## src/rtl/fsm_pkg.sv

```systemverilog
// fsm_pkg: state encodings and state width shared by the run-length FSM
package fsm_pkg;
  localparam int STATE_W = 2;
  typedef enum logic [STATE_W-1:0] {
    IDLE    = 2'b00,
    RUN     = 2'b01,
    DONE    = 2'b10,
    ILLEGAL = 2'b11
  } state_t;
endpackage

```

## src/rtl/run_counter.sv

```systemverilog
// run_counter: latches run length N on clear, counts up while enabled, flags count==N-1
// Ports: i_clock, i_reset_async (async active-high), clr (latch num, zero count),
//        en (increment), num (run length), cnt (elapsed count), tc (cnt==N-1)
module run_counter #(
  parameter int CNT_WIDTH = 8
) (
  input  logic                 i_clock,
  input  logic                 i_reset_async,
  input  logic                 clr,
  input  logic                 en,
  input  logic [CNT_WIDTH-1:0] num,
  output logic [CNT_WIDTH-1:0] cnt,
  output logic                 tc
);
  logic [CNT_WIDTH-1:0] n_q;
  always_ff @(posedge i_clock or posedge i_reset_async)
    if (i_reset_async) begin
      n_q <= '0;
      cnt <= '0;
    end else if (clr) begin
      n_q <= num;
      cnt <= '0;
    end else if (en)
      cnt <= cnt + 1'b1;
  // cnt stops at N-1 inside a run, so N up to 2^CNT_WIDTH-1 never wraps
  assign tc = cnt == n_q - 1'b1;
endmodule

```

## src/rtl/run_length_fsm.sv

```systemverilog
// run_length_fsm: IDLE -> RUN for N cycles -> one-cycle DONE -> IDLE
// Ports: i_clock, i_reset_async (async active-high), i_isRun (start, IDLE only),
//        i_num_cnt (run length N), i_abort (RUN only, with RUN_LENGTH_FSM_ABORT_EN),
//        o_idle / o_running / o_done (Moore status), o_cnt (elapsed RUN cycles, 0 elsewhere)
// Build option: define RUN_LENGTH_FSM_ABORT_EN to honour i_abort; otherwise it is ignored.
module run_length_fsm
  import fsm_pkg::*;
#(
  parameter int CNT_WIDTH = 8
) (
  input  logic                 i_clock,
  input  logic                 i_reset_async,
  input  logic                 i_isRun,
  input  logic [CNT_WIDTH-1:0] i_num_cnt,
  input  logic                 i_abort,
  output logic                 o_idle,
  output logic                 o_running,
  output logic                 o_done,
  output logic [CNT_WIDTH-1:0] o_cnt
);
  state_t state, state_nxt;
  logic abort, start, tc;
  logic [CNT_WIDTH-1:0] cnt;
`ifdef RUN_LENGTH_FSM_ABORT_EN
  assign abort = i_abort;
`else
  logic unused_abort;
  assign unused_abort = i_abort;
  assign abort = 1'b0;
`endif
  assign start = state == IDLE && i_isRun && |i_num_cnt;
  run_counter #(.CNT_WIDTH(CNT_WIDTH)) u_cnt (
    .i_clock      (i_clock),
    .i_reset_async(i_reset_async),
    .clr          (start),
    .en           (state == RUN),
    .num          (i_num_cnt),
    .cnt          (cnt),
    .tc           (tc)
  );
  always_ff @(posedge i_clock or posedge i_reset_async)
    if (i_reset_async) state <= IDLE;
    else state <= state_nxt;
  // abort outranks terminal count; DONE and the illegal code both fall back to IDLE
  always_comb begin
    state_nxt = IDLE;
    if (state == IDLE) begin
      if (i_isRun) state_nxt = |i_num_cnt ? RUN : DONE;
    end else if (state == RUN) begin
      if (!abort) state_nxt = tc ? DONE : RUN;
    end
  end
  assign o_idle    = state == IDLE;
  assign o_running = state == RUN;
  assign o_done    = state == DONE;
  assign o_cnt     = o_running ? cnt : '0;
endmodule

```

## config.mk

```make
export PLATFORM = sky130hd
export DESIGN_NAME = run_length_fsm
export DESIGN_NICKNAME = d
export VERILOG_FILES = /design/src/rtl/fsm_pkg.sv /design/src/rtl/run_counter.sv /design/src/rtl/run_length_fsm.sv
export SDC_FILE = /design/constraint.sdc
export NUM_CORES = 1
export LEC_CHECK = 0
export BUFFER_PORTS_ARGS = -buffer_cell sky130_fd_sc_hd__clkbuf_2
export CAP_MARGIN = 5
export CORE_ASPECT_RATIO = 0.9
export CORE_MARGIN = 2
export CORE_UTILIZATION = 35
export DETAILED_ROUTE_END_ITERATION = 8
export GPL_TIMING_DRIVEN = 0
export SLEW_MARGIN = 20
export SYNTH_ARGS = -nofsm -noshare
export SYNTH_HDL_FRONTEND = slang
export SYNTH_HIERARCHICAL = 1
export SYNTH_SLANG_ARGS = --single-unit
```

## constraint.sdc

```tcl
create_clock -name i_clock -period 2.1 [get_ports i_clock]
set_clock_uncertainty 0.2 [all_clocks]
set_input_delay 0.105 -clock i_clock [delete_from_list [all_inputs] [get_ports i_clock]]
set_output_delay 0.105 -clock i_clock [all_outputs]
set_load 0.005 [all_outputs]
```

==> impl_metrics.json <==
{
  "drive_above_1_share_pct": 32.9,
  "reg2reg_depth": 5,
  "hold_viol": 0,
  "hp-start": "i_num_cnt[3]",
  "stdcell_count": 194,
  "rr_startpoint": "u_cnt/n_q[3]",
  "synth.top_cell.area_share_pct": 41.4,
  "critical_path.startpoint_type": "flip-flop",
  "gr-total-overflow": 0,
  "ys_ff_latch": 18,
  "synthFlopType": "dfrtp_1",
  "timing.slew.headroom_pct": 58.2,
  "cts.clk_slew.worst_paths_ns": 0.10,
  "start_util_pct": 36.1,
  "async_flop_share_pct": 100,
  "die_width_um": 62.8,
  "violations": "setup timing",
  "min_path_cells": 4,
  "yosys-top-cells-area": "dfrtp_1, xor2_1, mux2_2, and2_1, nor2_1",
  "peakVddDrop_mv": 0.756,
  "ys_types": 32,
  "multi_input_area_um2": 649,
  "gp_congestion": 0.819,
  "reg2reg_slack_ns": -0.04,
  "max_freq_mhz": 468,
  "grt_pass1_wl_um": 4460,
  "period_minus_slack_ns": 2.14,
  "dieHeight_um": 56.9,
  "clock_sinks": 18,
  "rows": 19,
  "cts_buffer_depth": 2,
  "synth_area_per_cell_um2": 9.63,
  "wl_per_cell_um": 12.9,
  "r2r_end": "state[0]",
  "rsz0062_at_grt": "true",
  "fp.coreArea_um2": 3020,
  "grt_max_degree": 17,
  "route.vias.total": 942,
  "detail-route-antenna-nets": 0,
  "status": "finished, violations left",
  "syn_area_um2": 1090,
  "post-route-util_pct": 48.7,
  "grt_pass1_vias": 981,
  "fin_nets": 168,
  "cap_violations": 0,
  "synth_cells": 113,
  "drtPass1Iterations": 6,
  "seq_area_frac_synth_pct": 41.4,
  "period_share_pct": 102,
  "htree_levels": 1,
  "place_hpwl_um": 1780,
  "worstHoldEndpoint": "state[0]",
  "route.detailed.drc": 0,
  "root_buffer": "clkbuf_4",
  "grtUsageTotal_pct": 15.7,
  "synth_top_area_cell": "dfrtp_1",
  "setup_ws_ns": -0.0387,
  "viasPerCell": 4.86,
  "setup_viol": 2,
  "worstMarginPinSlew_ns": 0.626,
  "antenna_cells": 0,
  "synth_nets": 127,
  "hold_class": "in -> reg",
  "tritoncts": "yes",
  "yosysWarningCount": 6,
  "powerDensity_nw_per_um2": 1340,
  "drv_slew": 0,
  "synth-edff-count": 0,
  "worstSetupEndpointType": "flip-flop",
  "dpl.cell_count": 176,
  "io_buffers": 21,
  "wl_um": 2510,
  "arrival_ns": 2.12,
  "critPathLaunch": "u_cnt/n_q[3]",
  "critPathRequiredTime_ns": 2.08,
  "pin_count": 23,
  "die_area_um2": 3570,
  "fill_cells": 298,
  "cellLeakagePower_nw": 0.657,
  "antenna_found_initial": 0,
  "crit_fanout": 2,
  "area_growth_pct": 34.9,
  "criticalPathCategory": "reg -> reg",
  "numCtsBuffers": 3,
  "drt_iter0_drc": 6,
  "insertion_delay_ns": 0.29,
  "regArea_um2": 450
}
layout make-up:
type / instances / share of cell area (%)
plain buffers: 2 / 1.02
multi-input cells: 86 / 44.2
well taps: 42 / 3.58
repair buffers: 38 / 17.7
clock buffers: 3 / 1.53
flip-flops and latches: 18 / 30.7
inverters: 5 / 1.28
logic make-up (layout without fill, tap and decap cells):
family	count (synthesis)	in the layout	synth area share (%)
DFF	18	18	41.4
and+or+nand+nor	50	50	26.0
adders and majority gates	2	2	2.30
xor gates and xnor gates	15	15	12.1
AOI/OAI and AO/OA	12	12	8.05
buffers and inverters	9	48	3.10
muxes	7	7	7.13
layout by cell type (no fill, tap or decap):
cell type      instances
or4_4                  3
nor4_4                 1
or3_1                  2
a21oi_1                2
nand2_1                8
xor2_1                10
a221oi_1               1
or2_2                  1
dlygate4sd3_1         11
a32o_1                 1
o22ai_1                1
and2_1                 8
o31a_2                 1
mux2_2                 6
nor3b_2                1
ha_1                   2
and3_1                 1
mux2i_1                1
nor2b_1                2
inv_1                  5
xnor2_1                5
nor3b_1                1
buf_4                  6
nor2_2                 1
nor2_4                 2
nand3b_1               1
a211oi_2               1
nor3_1                 1
nand4_1                4
nand3_1                2
dfrtp_1               18
a2111oi_4              1
o21ai_0                4
clkbuf_4               5
clkbuf_2              21
nor2_1                11
sequential cells by signal, summed over array words and instances, names as in the netlist:
register   flops
state          2
u_cnt/n_q      8
u_cnt/cnt      8
report_power, final:
part           internal (W)  switching [W]  total (W)  leakage (nW)
sequential         0.000493       0.000193   0.000686         0.223
clock             0.0000667       0.000106   0.000173        0.0138
combinational      0.000568       0.000546    0.00111         0.421
total               0.00113       0.000845    0.00197         0.657
worst max-delay path by stage:
| stage | endpoint | slack (ns) | depth (start not counted) |
|---|---|---|---|
| 5_1_grt | state[0] | -0.11 | 5 |
| 2_1_floorplan | state[0] | 0.03 | 5 |
| 6_report | state[0] | -0.04 | 5 |
| 3_3_place_gp | u_cnt/cnt[7] | -0.13 | 6 |
| 4_1_cts | state[0] | 0.004 | 5 |
| 3_5_place_dp | u_cnt/cnt[7] | -0.29 | 6 |
synth_stat cells (2+ instances only):
master	instances
a21oi_1	2
and2_1	8
clkbuf_1	4
dfrtp_1	18
ha_1	2
inv_1	5
mux2_2	6
nand2_1	8
nand3_1	2
nand4_1	4
nor2_1	13
nor2b_1	2
nor3b_1	2
o21ai_0	4
or3_1	2
or4_4	2
xnor2_1	5
xor2_1	10
layer usage:
metal	vias to the layer above	wire (um)	global-route usage [%]
li1	466	-	-
met1	457	1200	20.6
met2	17	1210	27.2
met3	2	89	3.81
met4	0	9	1.90
met5	-	0	0
per-stage QoR:
stage / power, W / TNS [ns] / area [um^2] / hold slack, ns / worst slack [ns]
2_1_floorplan: 0.00135 / 0 / 1090 / -0.354 / 0.0305
4_1_cts: 0.00191 / 0 / 1440 / 0.00740 / 0.00356
3_3_place_gp: 0.00157 / -0.424 / 1250 / -0.251 / -0.128
5_1_grt: 0.00215 / -0.222 / 1470 / 0.0314 / -0.111
6_report: 0.00197 / -0.0608 / 1470 / 0.0130 / -0.0387
3_5_place_dp: 0.00161 / -0.824 / 1250 / -0.243 / -0.286
worst max-delay path, stage by stage (launching register included):
cell	delay, ns
dfrtp_1	0.39
or4_4	0.58
nor2_4	0.12
nand4_1	0.17
a2111oi_4	0.45
o22ai_1	0.12
what timing repair did:
item	4_1_cts	5_1_grt
pin swaps	4	5
resized for setup	6	9
setup endpoints to repair	5	12
endpoints found under the hold margin	28	0
setup buffers	4	2
hold buffers	11	0
Note: power is estimated with default switching activity, not from simulation.
